**src/rtl/lsu_pkg.sv**
```systemverilog
// Shared encodings for the load/store unit.
//   SZ_*  : request size encodings carried on req_size.
//   S_*   : FSM state encodings.
//   misaligned(): misalignment / reserved-size classification, used only when
//                 LSU_MISALIGN_TRAP_EN is defined.
package lsu_pkg;

    localparam logic [1:0] SZ_BYTE = 2'b00;
    localparam logic [1:0] SZ_HALF = 2'b01;
    localparam logic [1:0] SZ_WORD = 2'b10;
    localparam logic [1:0] SZ_RSVD = 2'b11;

    localparam logic [1:0] S_IDLE    = 2'd0;
    localparam logic [1:0] S_RD_WAIT = 2'd1;
    localparam logic [1:0] S_WRITE   = 2'd2;
    localparam logic [1:0] S_RESP    = 2'd3;

    function automatic logic misaligned(input logic [1:0] size, input logic [1:0] lo);
        logic m;
        case (size)
            SZ_BYTE: m = 1'b0;
            SZ_HALF: m = lo[0];
            SZ_WORD: m = (lo != 2'b00);
            default: m = 1'b1;
        endcase
        return m;
    endfunction

endpackage

```
**src/rtl/lsu_align.sv**
```systemverilog
// Combinational lane logic for the load/store unit.
//   word      in  32  memory word (fresh mem_q during read wait, captured word otherwise)
//   lane      in  2   byte address bits [1:0]
//   size      in  2   request size (byte/half/word; reserved behaves as word)
//   sext      in  1   sign-extend loads
//   wdata     in  32  right-justified store data
//   load_data out 32  selected lane, sign/zero extended
//   merged    out 32  word with the store lane(s) replaced by wdata
module lsu_align
    import lsu_pkg::*;
(
    input  logic [31:0] word,
    input  logic [1:0]  lane,
    input  logic [1:0]  size,
    input  logic        sext,
    input  logic [31:0] wdata,
    output logic [31:0] load_data,
    output logic [31:0] merged
);

    logic [7:0]  bsel;
    logic [15:0] hsel;

    // Little-endian: lane 0 is word[7:0]; half lane chosen by lane[1] only.
    assign bsel = 8'(word >> {lane, 3'b000});
    assign hsel = 16'(word >> {lane[1], 4'b0000});

    always_comb begin
        load_data = word;
        merged    = wdata;
        case (size)
            SZ_BYTE: begin
                load_data = {{24{sext & bsel[7]}}, bsel};
                merged    = word;
                merged[{lane, 3'b000} +: 8] = wdata[7:0];
            end
            SZ_HALF: begin
                load_data = {{16{sext & hsel[15]}}, hsel};
                merged    = word;
                merged[{lane[1], 4'b0000} +: 16] = wdata[15:0];
            end
            default: begin
                load_data = word;
                merged    = wdata;
            end
        endcase
    end

endmodule

```
**src/rtl/load_store_unit.sv**
```systemverilog
// MEM-stage front end for a single-port sync-read data memory.
// Accepts byte/half/word loads and stores, issues word accesses, extends load
// data and performs read-modify-write for sub-word stores.
// Ports:
//   clock, reset_n            clock and asynchronous active-low reset
//   req_valid/req_ready       request handshake (accepted only when idle)
//   req_we/size/signed/addr/wdata  request fields (byte address)
//   rsp_valid/rsp_rdata/rsp_error  one-cycle completion pulse and result
//   mem_address/mem_data/mem_wren/mem_q  data memory interface
// Optional feature: define LSU_MISALIGN_TRAP_EN to flag misaligned or
// reserved-size requests with rsp_error and skip the memory access.
module load_store_unit
    import lsu_pkg::*;
#(
    parameter int ADDR_W     = 10,
    parameter int MEM_RD_LAT = 1
) (
    input  logic              clock,
    input  logic              reset_n,
    input  logic              req_valid,
    output logic              req_ready,
    input  logic              req_we,
    input  logic [1:0]        req_size,
    input  logic              req_signed,
    input  logic [ADDR_W+1:0] req_addr,
    input  logic [31:0]       req_wdata,
    output logic              rsp_valid,
    output logic [31:0]       rsp_rdata,
    output logic              rsp_error,
    output logic [ADDR_W-1:0] mem_address,
    output logic [31:0]       mem_data,
    output logic              mem_wren,
    input  logic [31:0]       mem_q
);

    localparam logic [1:0] LAST_CNT = 2'(MEM_RD_LAT - 1);

    logic [1:0]        state;
    logic [1:0]        cnt;
    logic              we_q;
    logic [1:0]        size_q;
    logic              sext_q;
    logic [ADDR_W+1:0] addr_q;
    logic [31:0]       wdata_q;
    logic [31:0]       word_q;
    logic [31:0]       data_q;
    logic              acc_err;
    logic              err_flag;
    logic [31:0]       align_word;
    logic [31:0]       load_data;
    logic [31:0]       merged;
    logic              acc_word;

    assign acc_word = (req_size == SZ_WORD) || (req_size == SZ_RSVD);

`ifdef LSU_MISALIGN_TRAP_EN
    logic err_q;
    assign acc_err  = misaligned(req_size, req_addr[1:0]);
    assign err_flag = err_q;
`else
    assign acc_err  = 1'b0;
    assign err_flag = 1'b0;
`endif

    // The fresh memory word feeds the merge at the end of the read wait; the
    // captured word feeds load extraction in RESP.
    assign align_word = (state == S_RD_WAIT) ? mem_q : word_q;

    lsu_align u_align (
        .word      (align_word),
        .lane      (addr_q[1:0]),
        .size      (size_q),
        .sext      (sext_q),
        .wdata     (wdata_q),
        .load_data (load_data),
        .merged    (merged)
    );

    always_ff @(posedge clock or negedge reset_n) begin
        if (!reset_n) begin
            state   <= S_IDLE;
            cnt     <= 2'd0;
            we_q    <= 1'b0;
            size_q  <= SZ_BYTE;
            sext_q  <= 1'b0;
            addr_q  <= '0;
            wdata_q <= 32'd0;
            word_q  <= 32'd0;
            data_q  <= 32'd0;
`ifdef LSU_MISALIGN_TRAP_EN
            err_q   <= 1'b0;
`endif
        end else begin
            case (state)
                S_IDLE: begin
                    if (req_valid) begin
                        we_q    <= req_we;
                        size_q  <= req_size;
                        sext_q  <= req_signed;
                        addr_q  <= req_addr;
                        wdata_q <= req_wdata;
                        cnt     <= 2'd0;
`ifdef LSU_MISALIGN_TRAP_EN
                        err_q   <= acc_err;
`endif
                        if (acc_err) begin
                            state <= S_RESP;
                        end else if (req_we && acc_word) begin
                            data_q <= req_wdata;
                            state  <= S_WRITE;
                        end else begin
                            state <= S_RD_WAIT;
                        end
                    end
                end
                S_RD_WAIT: begin
                    if (cnt == LAST_CNT) begin
                        word_q <= mem_q;
                        data_q <= merged;
                        state  <= we_q ? S_WRITE : S_RESP;
                    end else begin
                        cnt <= cnt + 2'd1;
                    end
                end
                S_WRITE: state <= S_RESP;
                default: state <= S_IDLE;
            endcase
        end
    end

    // In IDLE the address goes straight from the request so the memory samples
    // it on the accepting edge; afterwards the latched address is held.
    assign mem_address = (state != S_IDLE) ? addr_q[ADDR_W+1:2] :
                         (req_valid ? req_addr[ADDR_W+1:2] : '0);
    assign mem_data    = data_q;
    assign mem_wren    = (state == S_WRITE);
    assign req_ready   = (state == S_IDLE);
    assign rsp_valid   = (state == S_RESP);
    assign rsp_error   = (state == S_RESP) && err_flag;
    assign rsp_rdata   = ((state == S_RESP) && !we_q && !err_flag) ? load_data : 32'd0;

endmodule

```
**config.mk**
```make
export PLATFORM = sky130hd
export DESIGN_NAME = load_store_unit
export DESIGN_NICKNAME = d
export VERILOG_FILES = /design/src/rtl/lsu_pkg.sv /design/src/rtl/lsu_align.sv /design/src/rtl/load_store_unit.sv
export SDC_FILE = /design/constraint.sdc
export NUM_CORES = 1
export LEC_CHECK = 0
export BUFFER_PORTS_ARGS = -buffer_cell sky130_fd_sc_hd__buf_2
export CAP_MARGIN = 20
export CELL_PAD_IN_SITES_DETAIL_PLACEMENT = 1
export CELL_PAD_IN_SITES_GLOBAL_PLACEMENT = 2
export CORE_AREA = 2 2 173 175
export CTS_CLUSTER_DIAMETER = 120
export DETAILED_ROUTE_END_ITERATION = 16
export DIE_AREA = 0 0 175 177
export GPL_TIMING_DRIVEN = 0
export PLACE_DENSITY_LB_ADDON = 0.1
export SETUP_SLACK_MARGIN = 0.02
export SKIP_CTS_REPAIR_TIMING = 1
export SLEW_MARGIN = 20
export SYNTH_ARGS = -nofsm -noshare
export SYNTH_HDL_FRONTEND = slang
export SYNTH_SLANG_ARGS = --single-unit
```
**constraint.sdc**
```tcl
create_clock -name clock -period 3.6 [get_ports clock]
set_input_delay 0.18 -clock clock [delete_from_list [all_inputs] [get_ports clock]]
set_output_delay 0.18 -clock clock [all_outputs]
set_load 0.05 [all_outputs]
```
---- Yosys cells after proc, flatten, opt, wreduce, memory -nomap -nowiden ----
Index checks and enable logic that the tools add are counted.
storage, ports and cells
  register bits after elaboration ......... 116
  bits of input ports ..................... 83
  word-level logic and storage cells ...... 64
  output and inout bits ................... 78
cells by class
  reductions and logical operators ........ 14
  shift operators ......................... 6
  bitwise gates (word level) .............. 2
  mux-type cells .......................... 20
  eq/ne operators ......................... 10
  add/sub/neg operators ................... 3
operators by type and width
  kind                                                   count
  one-hot mux 32 bit (2 select lines)                    3
  2-to-1 mux 32 bit                                      5
  bitwise mux 32 bit                                     2
  variable shift 16 x 7 -> 32 bit, first input constant  1
  variable shift 8 x 7 -> 32 bit, first input constant   1
  variable part select 16 x 7 -> 32 bit                  1
  variable part select 8 x 7 -> 32 bit                   1
  >> shifter 32 x 5 -> 16 bit                            1
  >> shifter 32 x 5 -> 8 bit                             1
  2-to-1 mux 10 bit                                      2
  negation 5 -> 7 bit                                    2
  2-to-1 mux 2 bit                                       5
  == test 2 bit, second input constant                   4
  zero test 2 bit                                        3
  one-hot mux 2 bit (3 select lines)                     1
  AND reduction 2 bit                                    3
  == test 2 x 1 -> 1 bit, second input constant          2
  != test 2 x 1 -> 1 bit, second input constant          2
  != test 2 bit, second input constant                   2
  one-hot mux 2 bit (2 select lines)                     1
  AND reduction 4 bit                                    1
  nonzero test 2 bit                                     2
  AND reduction 3 bit                                    1
  adder 2 x 1 -> 2 bit, second input constant            1
  5 further kinds                                        7

---- Logic depth before layout (Yosys ltp) ----
  word-level depth ........................ 6
  depth in mapped cells ................... 10
  mapped depth without buffers ............ 6

---- By module ----
Synthesis repeated with hierarchy kept, for this count alone.
second synthesis, totals
  cell total of the unflattened synthesis .. 770
  area, all modules ....................... 7428.4 µm²
modules (own cells, without submodules)
  module           times used  area an instance (µm²)  cells each  sequential area each (µm²)
  load_store_unit  1           5570.3                  501         2902.8
  lsu_align        1           1858.0                  269         0.0

---- Least setup slack after synthesis ----
No wires, ideal clock.
  path type ............................... register to output
  start point ............................. register state[0]
  end point ............................... output port rsp_rdata[11]
  buffers on the path ..................... 1
  required time ........................... 3420 ps
  arrival time ............................ 2645 ps
  setup slack ............................. 775 ps
  cell stages (with the launch flop) ...... 5
  cell sequence ........................... dfrtp_1 -> ha_1 -> nand3_1 -> clkbuf_1 -> o21ai_0
between the ends
  elaborated cells between the ends (all ways) .. 9
  those cells by class .................... eq/ne: 2; shift: 2; mux: 3; bitwise: 1; reduce/logical: 1
RTL lines
  what                      line                    RTL
  start: declaration        load_store_unit.sv:38   logic [1:0] state;
  start signal: assignment  load_store_unit.sv:120  state <= we_q ? S_WRITE : S_RESP;
  == test 2 bit             n/a
  via rsp_valid             load_store_unit.sv:27   output logic rsp_valid,
  logical AND 1 bit         load_store_unit.sv:140  assign rsp_rdata = ((state == S_RESP) && !we_q && !err_flag) ? load_data : 32'd0;
  2-to-1 mux 32 bit         load_store_unit.sv:140
  end: declaration          load_store_unit.sv:28   output logic [31:0] rsp_rdata,
The timed path passes the listed nets, and every way through them passes these cells.

---- Worst setup path in the final report ----
  start point ............................. register state[1]
  end point ............................... output port rsp_rdata[1]
between the ends
  longest elaborated chain between the ends .. 5
  elaborated cells between the ends (all ways) .. 8
  those cells by class .................... eq/ne: 2; shift: 2; mux: 3; reduce/logical: 1
RTL lines
  what                                                                       line                              RTL
  == test 2 x 1 -> 1 bit                                                     load_store_unit.sv:67             assign align_word = (state == S_RD_WAIT) ? mem_q : word_q;
  2-to-1 mux 32 bit                                                          load_store_unit.sv:67
  >> shifter 32 x 5 -> 16 bit or >> shifter 32 x 5 -> 8 bit (tied branches)  lsu_align.sv:26, lsu_align.sv:25
  one-hot mux 32 bit (2 select lines)                                        lsu_align.sv:31                   case (size)
  2-to-1 mux 32 bit *                                                        load_store_unit.sv:140
Every way passes the cells marked *; elsewhere a longest branch is shown, timed or not.

==> metrics.cfg <==
[finish]
layout-drive-gt1-share = 0.3760
final_nets = 995
area_growth_pct = 28.50
final_common_cell = buf_2
diodes = 0
fin_cells = 1305
final_cell_mix = 187 x buf_2, 116 x dfrtp_1, 93 x nand2_1

[synthesis]
netlist_top_cells_area = dfrtp_1 41%, mux2_2 10%, mux2i_1 6.7%
ys_types = 56
synth_nets = 802
netlist_area_mm2 = 0.007157
synthArstFlopShare = 1.000
avgSynthCellArea_um2 = 10.09
synth_edf_count = 0
yosysWarnings = 0
synth_top_area_cell = dfrtp_1
ys_seq_area_frac = 0.4056
ys.flop_type = dfrtp_1
synthCells = 709
ys_seq_elements = 116
synth_top_area_frac = 0.4056

[clocking]
cts_htree_levels = 4
clk_path_buf_depth = 2
clock_sinks = 116
clk_pin_slew_worst_paths_ns = 0.06
root_buffer = clkbuf_16
cts_buffers = 17
tritoncts = yes
clk_latency_ns = 0.43

[sta]
setup_viol = 0
worst_pin_slew_ns = 0.7652
max_freq_ghz = 0.3174
fin_crit_ns = 3.151
hold_slack_ns = -0.01848
max_slew_margin = 0.4898
rsz0062_at_grt = false
finalHoldViolCount = 3
finalCritPeriodShare = 0.8752
fin_skew_ns = 0.008645
setup_tns_ns = 0
drv_slew = 0

[critical_path]
startpoint_type = flop
crit_type = reg -> out
path_depth = 10
slowest_delay_ns = 0.50
crit_buf_inv = 5
cp_data_arrival_time_ns = 2.97
endpoint_kind = output pin
r2r-end = mem_data[20]$_DFFE_PN0P_
reg2reg_from = addr_q[1]$_DFFE_PN0P_
cpMaxStageDelayCell = a211oi_1
crit_family = buffers and inverters
crit_required_ns = 3.42
crit_path_max_fanout = 10
path_cells = inv_1, ha_1, buf_6, buf_12, buf_12, mux2i_1, mux2i_1, o22ai_1, a211oi_1, buf_2
rr_worst_depth = 7
reg2reg_slack_ns = 1.01

[detailed_routing]
drc_errors = 0
drtPass1Iterations = 4
routed_wl_um = 30170
antenna_left = 0
viasPerCell = 4.992
routedWlPerCell_um = 23.12
num_vias = 6514
drt_iter0_drc = 376

[outcome]
status = finished, violations left
violations = negative hold slack

[worst_hold_path]
whs_endpoint = addr_q[5]$_DFFE_PN0P_
hold_path_depth = 3
hold_class = in -> reg
worstHoldStart = req_addr[5]

[die]
die_w_um = 175
dieArea_mm2 = 0.03098
pin_count = 161
die_h_um = 177
rows = 63
initial_core_util = 0.2447
coreArea_mm2 = 0.02924

[placed_design]
gp_congestion = 0.8093
hpwl_um = 23610
dp.cells = 1259
io_buffers = 159

[power_and_ir_drop]
intPower_mw = 5.175
combPwrFrac = 0.600
p_leak_nw = 4.110
powerDensity_mw_per_mm2 = 1151
seq_power_share = 0.239
p_switching_mw = 5.408
switching_share = 0.5110
vdd_drop_max_v = 0.0003764
clkPwrFrac = 0.161

[global_route]
grt_pass1_wl_um = 43970
grt-ovfl-total = 0
gr-usage-all-layers = 0.1952
antenna_found_initial = 0
grt_pass1_vias = 6823
grt_max_degree = 60

[job]
maxCapViolCount = 0

-- worst register-to-register path, cell delays in order (launching register included) --
cell and delay [ns]:
dfrtp_1 0.50, inv_1 0.14, buf_2 0.29, ha_1 0.25, nor2_2 0.33, a41o_1 0.52
a221oi_1 0.18, o31ai_1 0.30
-- kinds of logic (layout without fill, tap and decap cells) --
kind of cell	count (synthesis)	count (layout)	synth area share
adder cells (fa/ha/maj)	10	10	0.01748
AND/OR/NAND/NOR	179	179	0.1133
flip-flops	116	116	0.4056
multiplexers	121	121	0.1930
buffers and inverters	81	287	0.06504
other	1	1	0.0005240
AO/OA/AOI/OAI	201	201	0.2051
-- per-layer routing --
metal	GRT usage	up-vias	wire, um
met1	0.2509	3343	13640
met2	0.3347	144	14910
met4	0.05556	0	431
met3	0.03651	27	1195
met5	0	-	0
li1	-	3000	-
-- worst max path at each step --
| stage | start | to | slack, ns |
|---|---|---|---|
| 3_5_place_dp | state[1]$_DFFE_PN0P_ | rsp_rdata[1] | 0.94 |
| 5_1_grt | state[1]$_DFFE_PN0P_ | rsp_rdata[1] | 0.34 |
| 4_1_cts | state[1]$_DFFE_PN0P_ | rsp_rdata[1] | 0.42 |
| 3_3_place_gp | reset_n | we_q$_DFFE_PN0P_ | 0.68 |
| 6_report | state[1]$_DFFE_PN0P_ | rsp_rdata[1] | 0.45 |
| 2_1_floorplan | state[0]$_DFFE_PN0P_ | rsp_rdata[11] | 0.78 |
-- cell type report --
type                       instances  area, um2
clock buffer                      20      446.7
multi-input combinational        512       3789
inverter                          20      75.07
tap                              390      488.0
fill                            3330      20050
sequential                       116       2903
timing repair buffer             174      973.4
buffer                            61      390.4
clock inverter                    12      131.4
-- Yosys cell counts (25+ instances only) --
master   instances
dfrtp_1        116
nand2_1         93
mux2_2          66
mux2i_1         48
o21ai_0         37
nor2_1          33
buf_2           29
o31ai_1         26
a21oi_1         25
-- through the flow --
stage          hold WS (ns)  worst slack, ns  cell area, um2    util  total power [mW]
3_3_place_gp         0.3975           0.6825            8441  0.2886             8.744
3_5_place_dp         0.1595           0.9434            8478  0.2899             8.914
5_1_grt           0.0006581           0.3406            9196  0.3145             11.22
4_1_cts             -0.3028           0.4233            9056  0.3097             10.66
2_1_floorplan       -0.1156           0.7750            7157       -             6.983
6_report           -0.01848           0.4491            9196  0.3145             10.58
-- state kept, by name (all words and copies together) (netlist names) --
name      count
mem_data     32
wdata_q      32
word_q       32
addr_q       12
cnt           2
size_q        2
state         2
sext_q        1
we_q          1
-- power by group through the flow --
| stage | registers [mW] | logic (mW) | clock network, mW |
|---|---|---|---|
| floorplan | 2.92 | 4.07 | 0 |
| global placement | 2.50 | 6.25 | 0 |
| detailed placement | 2.54 | 6.37 | 0 |
| CTS | 2.52 | 6.39 | 1.74 |
| global route | 2.61 | 6.79 | 1.81 |
| finish | 2.53 | 6.35 | 1.71 |
(Power assumes the default switching activity.)
